[config.mk]
export PLATFORM = sky130hd
export DESIGN_NAME = qdec_counter
export DESIGN_NICKNAME = d
export VERILOG_FILES = /design/src/rtl/qdec_pkg.sv /design/src/rtl/qdec_filter.sv /design/src/rtl/qdec_counter.sv
export SDC_FILE = /design/constraint.sdc
export NUM_CORES = 1
export LEC_CHECK = 0
export CAP_MARGIN = 25
export CORE_ASPECT_RATIO = 1.5
export CORE_UTILIZATION = 30
export DETAILED_ROUTE_END_ITERATION = 8
export HOLD_SLACK_MARGIN = 0.05
export PLACE_DENSITY_LB_ADDON = 0.1
export SETUP_SLACK_MARGIN = 0.15
export SLEW_MARGIN = 20
export SYNTH_ARGS = -nofsm -noshare
export SYNTH_HDL_FRONTEND = slang
export SYNTH_SLANG_ARGS = --single-unit
[constraint.sdc]
create_clock -name clk_i -period 4.64 [get_ports clk_i]
set_clock_uncertainty 0.05 [all_clocks]
set_input_delay 0.696 -clock clk_i [delete_from_list [all_inputs] [get_ports clk_i]]
set_output_delay 0.696 -clock clk_i [all_outputs]
set_load 0.02 [all_outputs]
[src/rtl/qdec_pkg.sv]
// Shared types and helpers for the quadrature decoder: AB Gray states,
// decode result encoding and the up-sequence successor function.
package qdec_pkg;

  localparam logic [1:0] AB_00 = 2'b00;
  localparam logic [1:0] AB_10 = 2'b10;
  localparam logic [1:0] AB_11 = 2'b11;
  localparam logic [1:0] AB_01 = 2'b01;

  localparam int unsigned FILT_BITS_DEF = 4;

  typedef enum logic [1:0] {
    DEC_NONE = 2'd0,
    DEC_UP   = 2'd1,
    DEC_DOWN = 2'd2,
    DEC_ERR  = 2'd3
  } dec_t;

  // Successor of an AB state along the up sequence 00->10->11->01->00.
  function automatic logic [1:0] up_next(input logic [1:0] s);
    logic [1:0] n;
    n = AB_00;
    case (s)
      AB_00: n = AB_10;
      AB_10: n = AB_11;
      AB_11: n = AB_01;
      AB_01: n = AB_00;
      default: n = AB_00;
    endcase
    return n;
  endfunction

  function automatic dec_t decode(input logic [1:0] prev, input logic [1:0] cur);
    dec_t d;
    if (prev == cur)                d = DEC_NONE;
    else if (cur == up_next(prev))  d = DEC_UP;
    else if (prev == up_next(cur))  d = DEC_DOWN;
    else                            d = DEC_ERR;
    return d;
  endfunction

endpackage

[src/rtl/qdec_filter.sv]
// Synchroniser plus glitch filter for one asynchronous quadrature pin.
// The output follows the synchronised pin after it differs for filter+1 cycles.
module qdec_filter
  import qdec_pkg::*;
#(
  parameter int unsigned SYNC_STAGES = 2,
  parameter int unsigned FILT_BITS   = FILT_BITS_DEF
) (
  input  logic                 clk,
  input  logic                 rst,
  input  logic                 pin,
  input  logic [FILT_BITS-1:0] filter,
  output logic                 out
);

  logic [SYNC_STAGES-1:0] sync;
  logic [FILT_BITS-1:0]   cnt;
  logic                   synced;

  assign synced = sync[SYNC_STAGES-1];

  always_ff @(posedge clk or posedge rst) begin
    if (rst) begin
      sync <= '0;
      cnt  <= '0;
      out  <= 1'b0;
    end else begin
      sync <= {sync[SYNC_STAGES-2:0], pin};
      if (synced != out) begin
        if (cnt == filter) begin
          out <= synced;
          cnt <= '0;
        end else begin
          cnt <= cnt + 1'b1;
        end
      end else begin
        cnt <= '0;
      end
    end
  end

endmodule

[src/rtl/qdec_counter.sv]
// Quadrature decoder and 32-bit position counter with set-point load and
// optional reset-on-Z. Define QDEC_PERIOD_EN to add the step interval output.
module qdec_counter
  import qdec_pkg::*;
#(
  parameter int unsigned SYNC_STAGES = 2,
  parameter int unsigned FILT_BITS   = FILT_BITS_DEF
) (
  input  logic                 clk_i,
  input  logic                 reset_i,
  input  logic                 a_i,
  input  logic                 b_i,
  input  logic                 z_i,
  input  logic                 enable_i,
  input  logic [FILT_BITS-1:0] FILTER,
  input  logic [31:0]          SETP,
  input  logic                 SETP_WSTB,
  input  logic                 RST_ON_Z,
  output logic [31:0]          out_o,
  output logic                 step_o,
  output logic                 dir_o,
  output logic                 err_o
`ifdef QDEC_PERIOD_EN
  ,
  output logic [31:0]          period_o
`endif
);

  logic       a_f, b_f, z_f;
  logic [1:0] cur_ab, prev_ab;
  logic       z_prev;
  logic       primed;
  logic [31:0] prime_cnt, prime_len;
  dec_t       dec;
  logic       step_now, z_rise;

  qdec_filter #(.SYNC_STAGES(SYNC_STAGES), .FILT_BITS(FILT_BITS)) u_filt_a (
    .clk(clk_i), .rst(reset_i), .pin(a_i), .filter(FILTER), .out(a_f)
  );
  qdec_filter #(.SYNC_STAGES(SYNC_STAGES), .FILT_BITS(FILT_BITS)) u_filt_b (
    .clk(clk_i), .rst(reset_i), .pin(b_i), .filter(FILTER), .out(b_f)
  );
  qdec_filter #(.SYNC_STAGES(SYNC_STAGES), .FILT_BITS(FILT_BITS)) u_filt_z (
    .clk(clk_i), .rst(reset_i), .pin(z_i), .filter(FILTER), .out(z_f)
  );

  assign cur_ab = {a_f, b_f};

  // Priming spans until the filtered value of a level held through reset has
  // landed in prev_ab, so a non-zero idle AB never reads as a transition.
  assign prime_len = 32'(SYNC_STAGES) + 32'd2 + 32'(FILTER);

  always_comb begin
    dec      = DEC_NONE;
    step_now = 1'b0;
    z_rise   = 1'b0;
    if (primed) begin
      dec      = decode(prev_ab, cur_ab);
      step_now = enable_i && ((dec == DEC_UP) || (dec == DEC_DOWN));
      z_rise   = z_f && !z_prev;
    end
  end

  always_ff @(posedge clk_i or posedge reset_i) begin
    if (reset_i) begin
      prev_ab   <= AB_00;
      z_prev    <= 1'b0;
      prime_cnt <= '0;
      primed    <= 1'b0;
      out_o     <= '0;
      step_o    <= 1'b0;
      dir_o     <= 1'b0;
      err_o     <= 1'b0;
    end else begin
      prev_ab <= cur_ab;
      z_prev  <= z_f;
      if (!primed) begin
        prime_cnt <= prime_cnt + 32'd1;
        if (prime_cnt + 32'd1 >= prime_len) primed <= 1'b1;
      end
      step_o <= step_now;
      if (step_now) dir_o <= (dec == DEC_UP);
      if (SETP_WSTB) begin
        out_o <= SETP;
        err_o <= 1'b0;
      end else begin
        if (dec == DEC_ERR) err_o <= 1'b1;
        if (RST_ON_Z && enable_i && z_rise) out_o <= '0;
        else if (step_now) out_o <= (dec == DEC_UP) ? out_o + 32'd1 : out_o - 32'd1;
      end
    end
  end

`ifdef QDEC_PERIOD_EN
  logic [31:0] ivl;
  logic [31:0] ivl_inc;

  assign ivl_inc = (ivl == '1) ? ivl : ivl + 32'd1;

  always_ff @(posedge clk_i or posedge reset_i) begin
    if (reset_i) begin
      ivl      <= '0;
      period_o <= '0;
    end else if (step_now) begin
      period_o <= ivl_inc;
      ivl      <= '0;
    end else begin
      ivl      <= ivl_inc;
    end
  end
`endif

endmodule

==> Yosys cells after proc, flatten, opt, wreduce, memory -nomap -nowiden <==
Cells that the tools add are included.
{ "op_classes": {"add_sub_neg": 7, "order_cmp": 1, "eq_ne": 19, "mux": 28, "n_reduce_logical": 13} }
{ "op_table": {"columns": ["operator", "n"], "rows": [
  ["$mux W32", 4],
  ["$add A32 B1 Y32 const B", 2],
  ["$ge A32 B5 Y1", 1],
  ["$sub A32 B1 Y32 const B", 1],
  ["$mux W4", 6],
  ["$mux W2", 9],
  ["$pmux W2 S4", 2],
  ["$add A4 B1 Y4 const B", 3],
  ["$eq A2 B2 Y1 const B", 6],
  ["$eq A4 B4 Y1", 3],
  ["$eq A2 B1 Y1 const B", 4],
  ["$mux W1", 7],
  ["$eq A2 B2 Y1", 3],
  ["$reduce_and A2 Y1", 3],
  ["$add A3 B4 Y5 const A", 1],
  ["$logic_and A1 B1 Y1", 4],
  ["$logic_not A2 Y1", 2],
  ["$ne A1 B1 Y1", 3],
  ["$reduce_bool A3 Y1", 1],
  ["$reduce_bool A2 Y1", 1],
  ["$logic_not A1 Y1", 1],
  ["$logic_or A1 B1 Y1", 1]
]} }
{ "word_totals": {"register_bits": 92, "inputBits": 44, "out_inout_bits": 35} }

==> Longest topological paths before layout <==
{ "logic_depth": {"ltp_word": 20, "mapped_depth": 13} }

==> Modules after synthesis <==
Synthesis repeated with hierarchy kept, for this count alone.
{ "unflattened": {"hier_cells": 694, "hier_area_um2": 6241.0} }
{ "by_module_without_submodules": {"columns": ["module", "instances", "cells_each", "area_per_inst_um2", "seq_area_each_um2"], "rows": [
  ["qdec_counter", 1, 619, 5291.3, 1776.7],
  ["qdec_filter", 3, 25, 316.6, 175.2]
]} }

==> Worst setup path before layout <==
No wires, ideal clock.
{ "synth_path": {"kind": "register -> register", "startpoint": "register u_filt_b.out", "endpoint": "register out_o[24]", "arrival_time_ps": 4073, "required_ps": 4460, "setup_slack_ps": 387, "stages_incl_launch_ff": 13, "path_buffers": 0, "synth_period_minus_slack_ps": 4253, "cell_sequence": "dfrtp_1 > xnor2_1 > nand3_1 > fa_1 > and3_1 > o211ai_1 > a21oi_1 > a31o_2 > a41oi_1 > o31ai_2 > a311oi_1 > xor2_1 > o21ai_0"} }
{ "synth_via": {"elab_chain_len": 16} }
{ "synth_rtl": {"columns": ["item", "line_no", "rtl"], "rows": [
  ["start, declared", "qdec_filter.sv:13", "output logic out"],
  ["start signal, assigned", "qdec_filter.sv:31", "out <= synced;"],
  ["$eq A2 B1 Y1, or another cell as far along", "qdec_pkg.sv:23", "case (s)"],
  ["$pmux W2 S4", "qdec_pkg.sv:23", null],
  ["$mux W2", "qdec_pkg.sv:36", "else if (cur == up_next(prev)) d = DEC_UP;"],
  ["$mux W2", "qdec_pkg.sv:35", "if (prev == cur) d = DEC_NONE;"],
  ["$mux W2", "qdec_counter.sv:57", "if (primed) begin"],
  ["$eq A2 B2 Y1", "qdec_pkg.sv:37", "else if (prev == up_next(cur)) d = DEC_DOWN;"],
  ["$mux W1", "qdec_pkg.sv:37", null],
  ["$mux W2", "qdec_pkg.sv:36", null],
  ["$mux W2 *", "qdec_pkg.sv:35", null],
  ["$mux W2 *", "qdec_counter.sv:57", null],
  ["$mux W2", "qdec_counter.sv:57", null],
  ["$eq A2 B1 Y1", "qdec_counter.sv:89", "else if (step_now) out_o <= (dec == DEC_UP) ? out_o + 32'd1 : out_o - 32'd1;"],
  ["$mux W32 (2 in a row)", "qdec_counter.sv:89", null],
  ["$mux W32", "qdec_counter.sv:88", "if (RST_ON_Z && enable_i && z_rise) out_o <= '0;"],
  ["$mux W32", "qdec_counter.sv:83", "if (SETP_WSTB) begin"],
  ["end signal, assigned", "qdec_counter.sv:89", null],
  ["end, declared", "qdec_counter.sv:19", "output logic [31:0] out_o,"]
]} }
Mark *: on every way between the ends. The rest lies on a longest branch, timed or not. The select of a mux whose other input is x is not followed.
A chain may end at the register's enable or synchronous reset.

==> Final worst setup path <==
{ "layout_path": {"startpoint": "register u_filt_a.out", "endpoint": "register out_o[31]"} }
{ "layout_via": {"elab_chain_len": 16} }
{ "layout_rtl": {"columns": ["item", "line_no"], "rows": [
  ["start, declared", "qdec_filter.sv:13"],
  ["start signal, assigned", "qdec_filter.sv:31"],
  ["$eq A2 B1 Y1, or another cell as far along", "qdec_pkg.sv:23"],
  ["$pmux W2 S4", "qdec_pkg.sv:23"],
  ["$mux W2", "qdec_pkg.sv:36"],
  ["$mux W2", "qdec_pkg.sv:35"],
  ["$mux W2", "qdec_counter.sv:57"],
  ["$eq A2 B2 Y1", "qdec_pkg.sv:37"],
  ["$mux W1", "qdec_pkg.sv:37"],
  ["$mux W2", "qdec_pkg.sv:36"],
  ["$mux W2 *", "qdec_pkg.sv:35"],
  ["$mux W2 *", "qdec_counter.sv:57"],
  ["$mux W2", "qdec_counter.sv:57"],
  ["$eq A2 B1 Y1", "qdec_counter.sv:89"],
  ["$mux W32 (2 in a row)", "qdec_counter.sv:89"],
  ["$mux W32", "qdec_counter.sv:88"],
  ["$mux W32", "qdec_counter.sv:83"]
]} }
Marked as above.

==> flow_summary_export.csv <==
group,metric,value,unit
logic_synthesis,synthMuxAreaShare,1.12,%
global_route,grt_max_degree,51,
placed_design,placedCellCount,1007,
detailed_routing,routed_via_density,5.05,
global_route,track_usage,16.1,%
timing,rsz0062_at_grt,"no",
timing,finalHoldWorstSlack,0.309,ns
global_route,grt_pass1_wl,27100,um
setup_path,path_max_fanout,18,
floorplan,ios,79,
detailed_routing,first_iter_violations,216,
detailed_routing,wire_per_inst,16.0,um
timing,worst_slew_pin_slew,0.939,ns
global_route,overflow,0,
detailed_routing,ant_nets,0,
timing,maxClockFrequency,0.246,GHz
logic_synthesis,syn_nets,773,
finish,area_growth,22.4,%
finish,seqCellArea,2300,um2
placed_design,routabilityCongestion,0.776,
timing,final-hold-violation-count,0,
logic_synthesis,synth_top_area_share,36.9,%
logic_synthesis,yosys_warnings,0,
placed_design,place_hpwl,12000,um
clock_tree,clk-insertion-delay-late,0.36,ns
finish,antenna_cells,0,
clock_tree,numCtsBuffers,9,
flow_run,maxCapViolations,0,
setup_path,crit_path_end_kind,"register",
finish,instances_no_fill,1023,
clock_tree,cts_setup_buffers,0,
timing,fin_crit,4.06,ns
logic_synthesis,ys_seq_area_share,36.9,%
power,vdd.ir_drop.worst,270,uV
logic_synthesis,ys.flop_type,"dfrtp_1",
logic_synthesis,synth_compound_area_share,17.7,%
power,p_total,6830,uW
timing,drv_slew,0,
logic_synthesis,syn-cell-area,6250,um2
hold_path,hold_class,"reg2reg",
clock_tree,cts_hold_buf,0,
placed_design,io_buffers,78,
floorplan,rows,64,
logic_synthesis,yosys_register_bits,92,
setup_path,critPathLaunchType,"register",
floorplan,start_util,30.6,%
finish,nets,846,
finish,multi_input_area,3790,um2
clock_tree,clock-sinks,92,
run_status,status,"completed",
timing,period_share,87.5,%
logic_synthesis,synth_top_family_by_area,"simple AND/OR/NAND/NOR gates",
global_route,grt_pass1_vias,5444,
logic_synthesis,synthArstFlopShare,100,%
clock_tree,cts-root-buf,"clkbuf_16",
timing,setup_slack,0.580,ns
logic_synthesis,syn_inst,681,
floorplan,core_area,20400,um2
timing,slew_headroom,37.3,%
finish,final_layout_size_suffix_gt1_share,7.51,%
logic_synthesis,ys_types,69,
clock_tree,post_cts_resized,0,
setup_path,rrSetupSlack,0.58,ns
setup_path,crit_required,4.86,ns
setup_path,crit_arrival,4.28,ns
clock_tree,h-tree-depth,3,
floorplan,dieHeight,179,um
finish,n_fill_cell,2074,
global_route,antenna_found_initial,1,
logic_synthesis,synth_fa_ha_area_share,9.73,%
power,power_density,894,nW/um2
detailed_routing,drt-pass1-iter-count,5,
detailed_routing,drc,0,
logic_synthesis,synth_area_leaders,"dfrtp_1 37%, ha_1 9.4%, xor2_1 7.0%, xnor2_1 6.6%, a21oi_1 4.3%",
clock_tree,cts_tree,"built",
timing,setup_tns,0,ns
logic_synthesis,synth_edf_count,0,
logic_synthesis,synthXorXnorAreaFrac,13.6,%
floorplan,die_w,120,um
detailed_routing,vias,5170,
power,p_leak,0.00336,uW
logic_synthesis,postSynthAreaPerCell,9.17,um2
floorplan,dieArea,21400,um2
setup_path,crit_type,"reg2reg",
timing,finalSetupViolCount,0,
logic_synthesis,yosysMostFrequentCell,"dfrtp_1",
placed_design,pre_cts_slack,0.579,ns
detailed_routing,wl,16400,um
logic_synthesis,synth-simple-area-share,18.4,%
clock_tree,clockBufferDepth,2,
logic_synthesis,yosys.area.top_type,"dfrtp_1",
clock_tree,clk_pin_slew_worst_paths,0.08,ns
logic_synthesis,yosys-top-cells-count,"92 x dfrtp_1, 63 x nand2_1, 61 x nor2_1",
-- final cells by class --
class / instances / area share, %
repair buffers: 86 / 11.0
well taps: 264 / 4.32
multi-input cells: 549 / 49.6
flip-flops and latches: 92 / 30.1
clock buffers: 9 / 2.95
inverters: 16 / 0.818
clock inverters: 7 / 1.19
-- where the power goes --
group	switching (uW)	leakage [uW]	internal (uW)	total [uW]
sequential	221	0.00118	1020	1240
clock	401	0.000154	391	792
combinational	2730	0.00202	2080	4800
-- through the flow --
step,instance area (um2),util (%)
floorplan,6250,-
global placement,7330,35.9
detailed placement,7330,35.9
CTS,7640,37.4
global route,7640,37.4
finish,7640,37.4
-- path summary, 6_finish.rpt --
check	end	start	depth (start not counted)
max in group asynchronous	prime_cnt[16]$_DFFE_PP0N_	reset_i	3
setup reg to reg	out_o[31]$_DFFE_PP0P_	u_filt_a.out$_DFFE_PP0P_	13
hold reg to reg	u_filt_b.sync[1]$_DFF_PP0_	u_filt_b.sync[0]$_DFF_PP0_	0
min in group asynchronous	out_o[11]$_DFFE_PP0P_	reset_i	2
setup / recovery	out_o[31]$_DFFE_PP0P_	u_filt_a.out$_DFFE_PP0P_	13
hold / removal	u_filt_b.sync[1]$_DFF_PP0_	u_filt_b.sync[0]$_DFF_PP0_	0
-- state kept, by name (all words and copies together) (netlist names) --
register       flops
dir_o              1
err_o              1
out_o             32
prev_ab            2
prime_cnt         32
primed             1
step_o             1
u_filt_a.cnt       4
u_filt_a.out       1
u_filt_a.sync      2
u_filt_b.cnt       4
u_filt_b.out       1
u_filt_b.sync      2
u_filt_z.cnt       4
u_filt_z.out       1
u_filt_z.sync      2
z_prev             1
-- layer usage --
metal	global-route usage, %	vias to the layer above	part of all wire, %
met1	17.5	2497	41
met2	30.4	84	52
met5	0	-	0.080
met3	3.40	19	4.3
met4	5.73	2	1.9
li1	-	2568	-
-- cell usage in the layout, fill, tap and decap left out, types with 3 or more instances in the layout --
master and instances:
nand4_1 6, and3_1 6, xor2_1 50, inv_8 3
nor4_1 7, o31ai_1 3, clkbuf_16 9, a32oi_1 5
a21oi_1 54, a31oi_1 8, nand2b_1 8, nor2_1 60
a211oi_1 6, o21ai_0 37, inv_1 15, nor3_1 8
and3_4 3, o22ai_1 6, o21bai_1 3, nor3b_1 3
nand2_1 63, a22o_1 4, buf_4 8, nor2b_1 3
nand3b_1 3, and2_1 6, nand3_1 29, a21o_1 17
o21a_1 5, dfrtp_1 92, clkinv_8 3, o211ai_1 3
clkdlybuf4s50_1 78, ha_1 47, o221ai_2 3, mux2_2 4
xnor2_1 47
-- worst max-delay path: stages (launching register included) --
cell,delay [ns]
dfrtp_1,0.45
xor2_1,0.20
nand3_2,0.41
buf_4,0.37
ha_1,0.37
nand3_1,0.12
o221ai_2,0.30
o211ai_1,0.20
o22ai_1,0.34
o221ai_2,0.20
mux2i_1,0.16
a2111oi_2,0.43
nor3b_1,0.09
nor4_1,0.27
-- cells by family after synthesis --
kind of cell / after synthesis
compound gates: 171
mux: 6
buf+inv: 40
xor+xnor: 97
simple gates: 227
fa+ha+maj: 48
flops: 92
Power figures use the tool's default switching activity.
